## config.mk

```make
export PLATFORM = sky130hd
export DESIGN_NAME = rep_iter_ctrl
export DESIGN_NICKNAME = d
export VERILOG_FILES = /design/src/rtl/rep_iter_ctrl_pkg.sv /design/src/rtl/rep_count_dec.sv /design/src/rtl/rep_iter_ctrl.sv
export SDC_FILE = /design/constraint.sdc
export NUM_CORES = 1
export LEC_CHECK = 0
export ABC_CLOCK_PERIOD_IN_PS = 3600
export CAP_MARGIN = 20
export CORE_AREA = 2 2 96 98
export DETAILED_ROUTE_END_ITERATION = 12
export DIE_AREA = 0 0 98 100
export PLACE_DENSITY = 0.8
export REMOVE_ABC_BUFFERS = 1
export SETUP_SLACK_MARGIN = 0.1
export SLEW_MARGIN = 20
export SYNTH_ARGS = -nofsm -noshare
export SYNTH_HDL_FRONTEND = slang
export SYNTH_SLANG_ARGS = --single-unit
export TNS_END_PERCENT = 1
```

## constraint.sdc

```tcl
create_clock -name clk -period 3.6 [get_ports clk]
set_clock_uncertainty 0.1 [all_clocks]
set_input_delay 0.36 -clock clk [delete_from_list [all_inputs] [get_ports clk]]
set_output_delay 0.36 -clock clk [all_outputs]
set_load 0.02 [all_outputs]
```

## src/rtl/rep_iter_ctrl_pkg.sv

```systemverilog
// Shared encodings for the REP string iteration sequencer.
package rep_iter_ctrl_pkg;

    localparam int CNT_W = 32;

    typedef enum logic [1:0] {
        REP_NONE  = 2'd0,
        REP_REP   = 2'd1,
        REP_REPE  = 2'd2,
        REP_REPNE = 2'd3
    } rep_type_e;

    typedef enum logic [2:0] {
        ST_IDLE  = 3'd0,
        ST_CHECK = 3'd1,
        ST_ISSUE = 3'd2,
        ST_WAIT  = 3'd3,
        ST_DONE  = 3'd4
    } rep_state_e;

    // Zero comparator shared by every count test in the sequencer.
    function automatic logic equal_to_zero(input logic [CNT_W-1:0] val);
        return (val == '0);
    endfunction

endpackage

```

## src/rtl/rep_count_dec.sv

```systemverilog
// Combinational count decrement with zero detect on the current and
// decremented count.
module rep_count_dec
    import rep_iter_ctrl_pkg::*;
(
    input  logic [CNT_W-1:0] cnt,
    output logic [CNT_W-1:0] cnt_dec,
    output logic             cnt_zero,
    output logic             dec_zero
);

    // Modulo decrement; wrap from zero is never consumed by the FSM.
    always_comb begin
        cnt_dec  = cnt - CNT_W'(1);
        cnt_zero = equal_to_zero(cnt);
        dec_zero = equal_to_zero(cnt_dec);
    end

endmodule

```

## src/rtl/rep_iter_ctrl.sv

```systemverilog
// REP-prefix iteration sequencer: latches ECX and REP flavour, issues one
// string iteration at a time and writes each decremented count back.
//
// state | meaning
// IDLE  | waiting for start, start_ready=1
// CHECK | zero-count test on latched count
// ISSUE | iter_valid=1 until iter_ready
// WAIT  | waiting for iter_done, then decrement / terminate test
// DONE  | one-cycle done pulse
module rep_iter_ctrl
    import rep_iter_ctrl_pkg::*;
(
    input  logic             clk,
    input  logic             clr,
    input  logic             start,
    input  logic [1:0]       rep_type,
    input  logic [CNT_W-1:0] count_in,
    output logic             start_ready,
    output logic             iter_valid,
    input  logic             iter_ready,
    input  logic             iter_done,
    input  logic             iter_zf,
    input  logic             flush,
    output logic [CNT_W-1:0] ecx_out,
    output logic             ecx_we,
    output logic             busy,
    output logic             done
);

    rep_state_e       state_q, state_d;
    logic [CNT_W-1:0] cnt_q, cnt_d;
    rep_type_e        rtype_q, rtype_d;
    logic [CNT_W-1:0] ecx_out_q, ecx_out_d;
    logic             ecx_we_q, ecx_we_d;

    logic [CNT_W-1:0] cnt_dec;
    logic             cnt_zero;
    logic             dec_zero;
    logic             zf_stop;

    rep_count_dec u_count_dec (
        .cnt      (cnt_q),
        .cnt_dec  (cnt_dec),
        .cnt_zero (cnt_zero),
        .dec_zero (dec_zero)
    );

    // Register all sequencer state; clr discards any sequence in progress.
    always_ff @(posedge clk) begin
        if (!clr) begin
            state_q   <= ST_IDLE;
            cnt_q     <= '0;
            rtype_q   <= REP_NONE;
            ecx_out_q <= '0;
            ecx_we_q  <= 1'b0;
        end else begin
            state_q   <= state_d;
            cnt_q     <= cnt_d;
            rtype_q   <= rtype_d;
            ecx_out_q <= ecx_out_d;
            ecx_we_q  <= ecx_we_d;
        end
    end

    // REPE stops on ZF=0, REPNE stops on ZF=1; plain REP ignores ZF.
    always_comb begin
        zf_stop = 1'b0;
        case (rtype_q)
            REP_REPE:  zf_stop = ~iter_zf;
            REP_REPNE: zf_stop = iter_zf;
            default:   zf_stop = 1'b0;
        endcase
    end

    // Next-state, count update and writeback; flush overrides everything.
    always_comb begin
        state_d   = state_q;
        cnt_d     = cnt_q;
        rtype_d   = rtype_q;
        ecx_out_d = ecx_out_q;
        ecx_we_d  = 1'b0;

        if (flush) begin
            state_d = ST_IDLE;
        end else begin
            case (state_q)
                ST_IDLE: begin
                    if (start) begin
                        cnt_d   = count_in;
                        rtype_d = rep_type_e'(rep_type);
                        state_d = ST_CHECK;
                    end
                end
                ST_CHECK: begin
                    if (rtype_q != REP_NONE && cnt_zero) begin
                        state_d = ST_DONE;
                    end else begin
                        state_d = ST_ISSUE;
                    end
                end
                ST_ISSUE: begin
                    if (iter_ready) begin
                        state_d = ST_WAIT;
                    end
                end
                ST_WAIT: begin
                    if (iter_done) begin
                        if (rtype_q == REP_NONE) begin
                            state_d = ST_DONE;
                        end else begin
                            cnt_d     = cnt_dec;
                            ecx_out_d = cnt_dec;
                            ecx_we_d  = 1'b1;
                            if (dec_zero || zf_stop) begin
                                state_d = ST_DONE;
                            end else begin
                                state_d = ST_ISSUE;
                            end
                        end
                    end
                end
                ST_DONE: begin
                    state_d = ST_IDLE;
                end
                default: begin
                    state_d = ST_IDLE;
                end
            endcase
        end
    end

    // Moore outputs decoded from state; writeback comes straight from flops.
    always_comb begin
        start_ready = (state_q == ST_IDLE);
        iter_valid  = (state_q == ST_ISSUE);
        busy        = (state_q != ST_IDLE);
        done        = (state_q == ST_DONE);
        ecx_out     = ecx_out_q;
        ecx_we      = ecx_we_q;
    end

endmodule

```

# After elaboration in Yosys (flattened, before gate mapping)
# Cells that the tools add are included.
[totals]
memories = 0
rom_bits = 0
in_bits = 41
wordCells = 50
mem_bits_rw = 0
out_inout_bits = 37
ff_bits = 70
latchBits = 0
[classes]
multipliers = 0
n_bitwise = 6
mux = 13
n_lt_le_gt_ge = 0
addsub = 1
div_mod_pow = 0
reduce_logical = 15
shift = 0
eq_ne = 10
[op_table]
columns = ["cell", "n"]
rows = [
  ["32-bit two-way mux", 3],
  ["32-bit logical NOT", 2],
  ["32-bit case mux with 2 select lines", 1],
  ["32-bit by 1-bit subtractor with 32-bit output (second input constant)", 1],
  ["3-bit two-way mux", 6],
  ["3-bit case mux with 4 select lines", 1],
  ["3-bit by 2-bit equality test with 1-bit output (second input constant)", 2],
  ["2-bit inequality test (second input constant)", 3],
  ["1-bit inverter", 6],
  ["3-bit AND reduction", 2],
  ["5-bit AND reduction", 1],
  ["2-bit equality test (second input constant)", 2],
  ["4-bit AND reduction", 1],
  ["2-bit nonzero test", 2],
  ["4-bit OR reduction", 1],
  ["3-bit by 1-bit equality test with 1-bit output (second input constant)", 1],
  ["3-bit equality test (second input constant)", 1],
  ["3-bit logical NOT", 1],
  ["3-bit nonzero test", 1],
  ["2-bit logical NOT", 1],
  ["2-bit by 1-bit inequality test with 1-bit output (second input constant)", 1],
  ["1-bit case mux with 2 select lines", 1],
  ["2-bit OR reduction", 1],
  ["1-bit logical AND", 1],
  ["other kinds (2)", 2],
]

# Logic depth before layout (Yosys ltp)
# Gate-level depths: netlist of run 1.
[logic_depth]
depth_word = 7
ltp_mapped = 14
mapped_depth_nobuf = 10

# By module
# A second synthesis of run 1 with hierarchy kept.
[hier_totals]
hier_cells = 478
area_unflattened_um2 = 4025.1
[modules_own_cells]
columns = ["module", "cells_each", "seq_area_each_um2", "instances", "area_per_inst_um2"]
rows = [
  ["rep_iter_ctrl", 362, 1401.3, 1, 3238.1],
  ["rep_count_dec", 116, 0.0, 1, 787.0],
]

# Worst setup path before layout of run 1
# Ideal clock, no wire load.
[synth_path]
path_type = "reg2reg"
from = "reg cnt_q[0]"
to = "reg state_q[1]"
stages_incl_launch_ff = 14
period_less_slack_ns = 3.569
setup_ns = 0.133
path_slack_ns = 0.031
t_required_ns = 3.367
n_path_buf = 3
arrival_ns = 3.335
cell_sequence = "dfxtp_1 inv_1 ha_1 buf_2 or4b_4 buf_6 or4_4 buf_6 or4_1 xnor2_1 nor4_1 nand4_1 o41ai_2 a311oi_1"
[synth_between]
elab_chain_cells = 7
elab_cells_between_ends = 10
cone_classes = "add/sub (1); mux (5); reduce/logical (4)"
[synth_rtl]
columns = ["item", "line", "source"]
rows = [
  ["from (decl)", "rep_iter_ctrl.sv:31", "logic [CNT_W-1:0] cnt_q, cnt_d;"],
  ["from (signal assigned)", "rep_iter_ctrl.sv:58", "cnt_q <= cnt_d;"],
  ["32-bit by 1-bit subtractor with 32-bit output", "rep_count_dec.sv:14", "cnt_dec = cnt - CNT_W'(1);"],
  ["named net cnt_dec[0]", "rep_iter_ctrl.sv:36", "logic [CNT_W-1:0] cnt_dec;"],
  ["32-bit logical NOT", "rep_iter_ctrl_pkg.sv:23", "return (val == '0);"],
  ["1-bit logical OR", "rep_iter_ctrl.sv:114", "if (dec_zero || zf_stop) begin"],
  ["3-bit two-way mux", "rep_iter_ctrl.sv:114", ""],
  ["3-bit two-way mux", "rep_iter_ctrl.sv:108", "if (rtype_q == REP_NONE) begin"],
  ["3-bit two-way mux", "rep_iter_ctrl.sv:107", "if (iter_done) begin"],
  ["3-bit case mux with 4 select lines", "rep_iter_ctrl.sv:86", "case (state_q)"],
  ["to (signal assigned)", "rep_iter_ctrl.sv:57", "state_q <= state_d;"],
  ["to (decl)", "rep_iter_ctrl.sv:30", "rep_state_e state_q, state_d;"],
]
# The timed path passes the listed nets, and every way through them passes these cells. The select of a mux whose other input is x is not followed.
# A chain may end at the register's enable or synchronous reset.

# Worst setup path in the final report of run 1
[layout_path]
from = "reg cnt_q[1]"
to = "reg state_q[1]"
[layout_between]
elab_chain_cells = 7
elab_cells_between_ends = 10
cone_classes = "add/sub (1); mux (5); reduce/logical (4)"
[layout_rtl]
columns = ["item", "line"]
rows = [
  ["32-bit by 1-bit subtractor with 32-bit output", "rep_count_dec.sv:14"],
  ["32-bit logical NOT", "rep_iter_ctrl_pkg.sv:23"],
  ["1-bit logical OR", "rep_iter_ctrl.sv:114"],
  ["3-bit two-way mux", "rep_iter_ctrl.sv:114"],
  ["3-bit two-way mux", "rep_iter_ctrl.sv:108"],
  ["3-bit two-way mux", "rep_iter_ctrl.sv:107"],
  ["3-bit case mux with 4 select lines (*)", "rep_iter_ctrl.sv:86"],
]
# Every way passes the cells marked *; elsewhere a longest branch is shown, timed or not. The select of a mux whose other input is x is not followed.

==> results of run 1 <==
==> where the power goes <==
| group | internal, mW | leakage, nW | total (mW) | switching, mW |
|---|---|---|---|---|
| combinational | 0.201 | 1.53 | 0.443 | 0.242 |
| sequential | 0.795 | 0.569 | 0.828 | 0.0335 |
| clock | 0.446 | 0.120 | 0.751 | 0.304 |
==> Yosys cell counts (all sizes together) (7+ instances only) <==
cell type | number | area (sq um)
nand3 | 8 | 40.0
clkbuf | 40 | 150
or2 | 8 | 50.1
and2 | 13 | 81.3
a31oi | 7 | 43.8
nor2 | 47 | 176
o211a | 30 | 300
nor3 | 17 | 85.1
nand2 | 58 | 218
inv | 7 | 26.3
xnor2 | 22 | 193
a211oi | 10 | 75.1
nor4 | 10 | 62.6
nor2b | 16 | 100
o21ai | 33 | 165
dfxtp | 70 | 1400
xor2 | 8 | 70.1
a21oi | 32 | 160
or4 | 8 | 63.8
==> layout make-up <==
cell class | instances | area (sq um)
inverter | 7 | 28.8
multi-input combinational | 383 | 2410
clock buffer | 13 | 169
clock inverter | 3 | 65.1
tap | 111 | 139
timing repair buffer | 98 | 923
fill | 790 | 3750
sequential | 70 | 1410
==> cells by family after synthesis <==
group	count (synthesis)	share of synthesized area (%)
AO/OA/AOI/OAI	142	25.3
XOR/XNOR	30	6.58
adder cells (fa/ha/maj)	2	0.627
buffers and inverters	53	5.80
flip-flops	70	35.1
multiplexers	1	0.282
AND/OR/NAND/NOR	208	26.3
==> metal layers <==
| metal | up-vias | GRT usage [%] |
|---|---|---|
| met4 | 0 | 8.97 |
| met2 | 163 | 38.1 |
| met3 | 23 | 3.62 |
| met1 | 1889 | 27.7 |
| met5 | - | 0 |
| li1 | 1925 | - |
==> stage by stage <==
step | area, sq um | hold slack [ps] | power, mW | utilization [%]
after floorplan | 3790 | 368 | 1.10 | -
after global placement | 4810 | 378 | 1.24 | 54.1
after detailed placement | 4810 | 387 | 1.25 | 54.1
after CTS | 5050 | 399 | 2.00 | 56.8
after global routing | 5140 | 415 | 2.10 | 57.8
final | 5140 | 398 | 2.02 | 57.8
==> flip-flops by register name (all words and copies together), names as in the netlist <==
register  cells
state_q       3
cnt_q        32
rtype_q       2
ecx_we        1
ecx_out      32
==> how the worst min path moves through the flow <==
stage	to	cells after the start	from	slack (ps)
after global placement	ecx_out[6]	1	ecx_out[6]	380
final	ecx_out[4]	2	clr	400
after global routing	ecx_out[1]	1	ecx_out[1]	410
after floorplan	state_q[1]	1	iter_done	370
after CTS	ecx_out[3]	2	clr	400
after detailed placement	ecx_out[16]	1	ecx_out[16]	390
==> what timing repair did <==
action,4_1_cts,5_1_grt
setup endpoints to repair,2,2
buffers inserted,0,6
pin swaps,2,8
cloned,0,0
gates resized for setup,1,11
==> impl.org, run 1 <==
** Worst setup path
- For the worst flop-to-flop path, the logic depth is 10.
- In this run the critical register-to-register path is captured at state_q[1].
- Total stage count of the critical path :: 10
- Along the worst path, the maximum fanout reaches 6.
- The critical path goes through inv_4 > ha_4 > or4b_4 > or4_4 > or4_4 > xnor2_2 > nor4_2 > nand4_1 > o41ai_2 > a311oi_1.
- In this run the worst setup path terminates at state_q[1].
- Cell repeated most along the worst path :: sky130_fd_sc_hd__or4_4
- STA puts the critical path data required time at 3720 ps.
- Broken down by cell family, the worst path's largest delay share belongs to simple AND/OR/NAND/NOR gates.
- The worst setup path is launched from a flop.
- STA classifies the critical path endpoint as a flop.
- Counting both buffers and inverters, the worst setup path holds a total of 1.
- Type of the setup path with the least slack :: flop to flop
- In this run the worst setup path begins at cnt_q[1].
- In this run the critical register-to-register path is launched from cnt_q[1].
- Maximum cell stage delay along the critical path :: 610 ps
- Worst reg-to-reg setup slack :: 120 ps
- Critical path data arrival time :: 3600 ps
- Library cell contributing the largest single delay on the critical path :: sky130_fd_sc_hd__or4_4

** Power and ir drop
- Power spread over the standard cell area amounts to 394 nW/um^2.
- For this design the static power due to leakage is 2.22 nW.
- Worst supply voltage drop on vdd :: 179 uV

** Clock network
- In this run the number of H-tree levels came out at 3.
- Post-CTS clock slew at the launch and capture registers of the worst setup and hold paths :: 80 ps
- Clk_lat worst skew :: 360 ps
- Hold repair after CTS inserted 0 buffers.
- The tree is rooted in a sky130_fd_sc_hd__clkbuf_8.
- Buffers from clock root to sink, at most :: 2
- TritonCTS Buffers :: 9
- CTS tree :: built
- Sinks on the clock net :: 70

** Floorplanning
- Width of the die :: 98 um
- In this run the vertical extent of the chip is 100 um.
- Number of top-level pins :: 78
- Core region area :: 8890 sq um
- Row generation in the floorplan step produced 35 rows.
- The die covers 9800 sq um.
- The initial utilization of the core area, before any placement, comes to 44.9%.

** Timing
- Final worst path period need :: 3480 ps
- Setup violations remaining at the end of the flow were counted as 0.
- Minimum setup slack in the final design :: 120 ps
- The final critical path takes up 96.7% of the cycle.
- Setup repair after global routing could not meet its margin everywhere.
- Count of pins over their slew limit :: 0
- Adding up every negative setup slack in the final design gives 0 ps.
- The count of final hold-check violations came to 0.
- In this run the tightest slew margin relative to its limit is 47.3%.
- Maximum operating frequency :: 0.287 GHz
- At the pin with the least slew margin, the transition time is 791 ps.

** Synthesis
- Each instance of the synthesized netlist takes up on average 7.89 sq um.
- Synthesis handed over a netlist of 506 instances.
- For this run, the register share of the synthesized area comes to 35.1%.
- Number of different library cells in the post-synthesis netlist :: 54
- For this run, the leading register cell type out of synthesis is sky130_fd_sc_hd__dfxtp_1.
- Yosys mapped a number of flops with a built-in enable equal to 0.
- Async SR Flop Fraction :: 0%
- Post-synthesis instance area :: 3990 sq um
- Yosys synthesis warning count :: 0
- Count of state elements after synthesis :: 70

** Detailed routing
- After detailed routing, the number of remaining DRC violations is 0.
- For this block, the initial DRC count from the detailed router was 253.
- Routed metal-1 wirelength :: 4630 um
- Top Layer Used :: met4
- The routed design uses 702 um of met3 wire.
- Wire length reported by the detailed router :: 10,800 um
- Routed wire length on met2 :: 5220 um
- First-pass iteration count of the detailed router :: 5
- Routed wire length per instance :: 15.8 um
- DRT antenna net count :: 0
- Using the TritonRoute via totals, the vias-per-cell ratio works out to 5.84.
- Across all layers, the routed design uses 4,000 vias.

** Placed design
- Summed over all nets, the half-perimeter wirelength after detailed placement is 7350 um.
- In this run the tool buffered the top-level ports with 77 buffer cells.
- Weighted congestion reported at the end of routability-driven placement :: 0.910
- The number of placed instances, taps included, is 663.
- OpenSTA, run right after detailed placement, puts the worst setup slack at 78.5 ps.

** Min path
- The min-delay analysis places its worst path in the category primary input to flop.

** Final layout
- Filler-free cell count of the finished design :: 685
- In the final design database the tool counted 612 nets.
- The repair_antennas step left the layout with diodes totalling 0.
- Layout-stage area growth over the synthesis result :: 28.7%
- Leading cell type in the layout, fill and taps excluded :: sky130_fd_sc_hd__clkdlybuf4s50_1
- The post-route netlist has 10.8% of its cells at a drive strength greater than 1.
- Leaving out fill and tap cells, the most frequent cells in the layout are 76 x sky130_fd_sc_hd__clkdlybuf4s50_1, 69 x sky130_fd_sc_hd__dfxtp_1, 58 x sky130_fd_sc_hd__nand2_1.

** Global route
- The first global-routing pass estimated 17,800 um of wire.
- Vias in the first global route :: 3,840
- Gr ovfl total :: 0
- Entering global routing, the biggest net connects 52 pins.
- For this run, the total global-route usage over all layers was measured as 22.1%.
- Initial antenna violation count :: 0

** Job
- Max-cap violations in this run came to 0.

** Run status
- Result of the run :: complete, no violations
Power figures use the tool's default switching activity.
==> run 2, diff against run 1 <==
--- a/config.mk
+++ b/config.mk
@@ -10,11 +10,13 @@
 export CORE_AREA = 2 2 96 98
 export DETAILED_ROUTE_END_ITERATION = 12
 export DIE_AREA = 0 0 98 100
+export GPL_TIMING_DRIVEN = 0
 export PLACE_DENSITY = 0.8
 export REMOVE_ABC_BUFFERS = 1
 export SETUP_SLACK_MARGIN = 0.1
 export SLEW_MARGIN = 20
 export SYNTH_ARGS = -nofsm -noshare
 export SYNTH_HDL_FRONTEND = slang
+export SYNTH_HIERARCHICAL = 1
 export SYNTH_SLANG_ARGS = --single-unit
 export TNS_END_PERCENT = 1
==> run 2 against run 1 <==
  * Count of clock-buffer cells in the layout fell by 1
  * Flip-flop and latch count unchanged
  * Critical path depth down 2
  * Routed wire length shrank 13%
  * Worst hold slack got worse by 43 ps
  * Power fell by 6.6%
  * Register-to-register slack improved by 360 ps
  * Highest routed layer unchanged
==> impl.org, run 2 <==
** Run status
- Result of the run :: complete, no violations

** Worst setup path
- R2R depth :: 8
- Critical path data arrival time :: 3250 ps
- Top fanout value on the critical path :: 8
- Launch point of the worst path :: cnt_q[5]
- Start of the worst register-to-register path :: cnt_q[5]
- Crit path required time :: 3730 ps
- Critical path capture point type :: flop
- The setup path with the least slack is of type flop to flop.
- Sort of element at the start of the critical path :: flop

** Detailed routing
- DRT antenna net count :: 0
- In the final routed layout, each cell accounts on average for 14.4 um.
- The final layout contains routed wiring with a total length of 9420 um.
- DR vias/cell :: 5.30
- The first detailed-routing pass took 7 iterations.
- Starting DRC count in detailed routing :: 97
- For this run, design rule violations remaining after detail routing come to 0.
- For this block, the via count after detailed routing is 3,476.

** Synthesis
- Count of state elements after synthesis :: 70
- Main synth FF type :: sky130_fd_sc_hd__dfxtp_1
- Syn_area_per_cell :: 8.42 sq um
- By instance count, the leading cell after synthesis is sky130_fd_sc_hd__nand2_1.
- Yosys synthesis warning count :: 6
- Commonest cells in the netlist :: 147 x sky130_fd_sc_hd__nand2_1, 70 x sky130_fd_sc_hd__dfxtp_1, 32 x sky130_fd_sc_hd__mux2_2, 32 x sky130_fd_sc_hd__mux2i_1, 26 x sky130_fd_sc_hd__a21boi_0
- In the synthesized netlist, the number of instances is 478.
- Number of different library cells in the post-synthesis netlist :: 52
- Of the post-synthesis cell area, the dominant cell type holds 34.8%.
- Register area share after synthesis :: 34.8%
- In this run, synthesis inferred 0 flip-flops with an integrated enable.
- Post-synthesis instance area :: 4030 sq um
- Largest area contributor in the synthesized netlist :: sky130_fd_sc_hd__dfxtp_1
- For this run, asynchronously set or reset flops after synthesis account for 0%.
- Ranked by total cell area, the synthesized netlist is headed by sky130_fd_sc_hd__dfxtp_1 35%, sky130_fd_sc_hd__nand2_1 14%, sky130_fd_sc_hd__mux2_2 9.0%, sky130_fd_sc_hd__mux2i_1 8.0%, sky130_fd_sc_hd__a21boi_0 4.8%.

** Min path
- The worst hold path was traced through 2 stages.
- The worst hold path belongs to the class flop to flop.
- Launch point of the worst hold path :: ecx_out[30]

** Placed design
- After legalization and detailed placement, the total HPWL measured 6630 um.
- In this run, placement finished with an instance count of 640.
- The congestion estimate from routability-driven global placement came to 0.827.
- In this run the tool buffered the top-level ports with 77 buffer cells.

** Floorplanning
- The core region is 8890 sq um.
- Number of top-level pins :: 78
- Width of the die :: 98 um
- The floorplan has 35 rows.
- Area of the die :: 9800 sq um
- Once the floorplan was initialized, standard cells occupied 45.3% of the core.
- Measured along the y axis, the die boundary spans 100 um.

** Timing
- Least-Margin Pin Slew :: 717 ps
- Max-slew headroom at the worst pin :: 51.8%
- Maximum operating frequency :: 0.321 GHz
- Setup violations remaining at the end of the flow were counted as 0.
- The number of pins with negative max-slew slack in the final report was 0.
- The worst path in the final design needs a cycle of 3120 ps, including I/O delays and setup.
- Setup repair after global routing left no endpoint under its margin.
- Dividing the final minimum period by the clock period gives 86.6%.
- Final Hold Viols :: 0
- Across all hold checks on the routed design, the worst slack comes to 355 ps.

** Global route
- Gr ovfl total :: 0
- Total global-route track usage :: 19.2%
- Global-route wire length before repair :: 15,500 um
- Initial antenna violation count :: 0
- Maximum number of pins on one net before global-route repair :: 57
- Vias in the first global route :: 3,295

** Power and ir drop
- Sequential power share :: 44.2%
- Share of total power consumed by net switching :: 29.1%
- Internal power comes to 1.34 mW.
- Proportion of power drawn by the clock network :: 34.5%
- Static leakage power :: 1.93 nW
- Reported net switching power :: 550 uW
- In this run, the combinational gates consume 21.4% of the power.
- Cell Pwr Density :: 377 nW/um^2
- Across the VDD grid, the largest voltage drop is 169 uV.

** Final layout
- The library cells used most frequently in the layout, excluding fill and tap cells, are 147 x sky130_fd_sc_hd__nand2_1, 76 x sky130_fd_sc_hd__clkdlybuf4s50_1, 70 x sky130_fd_sc_hd__dfxtp_1.
- Filler-free cell count of the finished design :: 656
- Share of cells above drive strength 1 :: 11.9%
- 0 antenna diodes ended up in the layout.
- After the last flow step, the layout net total stands at 583.
- Relative to the synthesized area, the layout overhead comes to 24.7%.
- Leading cell type in the layout, fill and taps excluded :: sky130_fd_sc_hd__nand2_1

** Clock network
- TritonCTS created 9 clock buffers.
- After clock tree synthesis, the clock-pin slew on the worst setup and hold paths is 70 ps.
- For this design, the sink count on the clock tree is 70.
- CTS tree :: built
- The tree is rooted in a sky130_fd_sc_hd__clkbuf_8.
- The clock tree synthesis step divided the H-tree into 3 levels.
- Quantity of hold-fixing buffers added after cts :: 0
- Buffers from clock root to sink, at most :: 2
- Clock latency on the worst-skew pair, taken at its later pin, is 350 ps.

** Job
- Across the run, the number of max-cap violations was 0.
==> run 2: changes by cell type after synthesis, moves of 29 or more <==
cell / change
sky130_fd_sc_hd__nand2_1: +89
sky130_fd_sc_hd__nor2_1: -33
sky130_fd_sc_hd__mux2i_1: +32
sky130_fd_sc_hd__mux2_2: +31
sky130_fd_sc_hd__a21oi_1: -30
sky130_fd_sc_hd__o211a_1: -29
sky130_fd_sc_hd__o21ai_0: -29
==> run 2: path summary, 6_finish.rpt <==
path | end | slack, ps
min reg2reg | ecx_out[30] | 350
min | ecx_out[30] | 350
max reg2reg | state_q[1] | 480
max | state_q[1] | 480
==> run 2: kinds of logic after synthesis <==
logic type / share of synthesized area, %
AOI/OAI and AO/OA: 9.36
buffers and inverters: 5.22
and+or+nand+nor: 27.0
muxes: 16.9
DFF: 34.8
adders and majority gates: 0.622
xor gates and xnor gates: 6.09
==> run 2: critical path, stage by stage, from the launching register on <==
cell,delay [ps]
sky130_fd_sc_hd__dfxtp_1,370
sky130_fd_sc_hd__nor4_2,660
sky130_fd_sc_hd__nand4_1,470
sky130_fd_sc_hd__nor3_1,320
sky130_fd_sc_hd__xor2_1,160
sky130_fd_sc_hd__nor4_1,370
sky130_fd_sc_hd__and4b_1,310
sky130_fd_sc_hd__o311a_1,180
sky130_fd_sc_hd__o22ai_1,60
==> run 2: power groups by stage <==
stage / clock network [mW] / registers, mW / logic (mW)
2_1_floorplan: 0 / 0.842 / 0.270
3_3_place_gp: 0 / 0.849 / 0.391
3_5_place_dp: 0 / 0.851 / 0.398
4_1_cts: 0.663 / 0.833 / 0.401
5_1_grt: 0.690 / 0.838 / 0.445
6_report: 0.651 / 0.835 / 0.404
==> run 2: area by class of cell <==
cell class	count	area, sq um
inverter	6	22.5
clock buffer	12	155
clock inverter	4	45.0
multi-input combinational	372	2420
sequential	70	1400
tap	111	139
fill	820	3870
timing repair buffer	81	835
==> run 2: what timing repair did <==
item / 4_1_cts / 5_1_grt
setup buffers: 0 / 0
endpoints found under the hold margin: 0 / 0
setup endpoints to repair: 0 / 1
gates resized for setup: 0 / 1
==> run 2: through the flow <==
stage               util (%)  instance area [sq um]  setup WS, ps  power [mW]  TNS (ps)
floorplan                  -                   3840          85.7        1.11         0
global placement        53.4                   4750          -977        1.24    -31330
detailed placement      54.1                   4810           407        1.25         0
CTS                     56.4                   5010           356        1.90         0
global route            56.4                   5020           291        1.97         0
finish                  56.4                   5020           484        1.89         0
==> run 2: per-layer routing <==
layer	wire length, um	up-vias	global-route usage, %
met4	157	0	7.69
met5	0	-	0
met3	419	13	4.74
met2	4370	74	30.5
met1	4480	1634	25.2
li1	-	1755	-
==> run 3, diff against run 2 <==
--- a/config.mk
+++ b/config.mk
@@ -10,6 +10,7 @@
 export CORE_AREA = 2 2 96 98
 export DETAILED_ROUTE_END_ITERATION = 12
 export DIE_AREA = 0 0 98 100
+export GPL_ROUTABILITY_DRIVEN = 0
 export GPL_TIMING_DRIVEN = 0
 export PLACE_DENSITY = 0.8
 export REMOVE_ABC_BUFFERS = 1
==> results of run 3 <==
No change in the layout: final DEF, timing and power equal those of run 2.
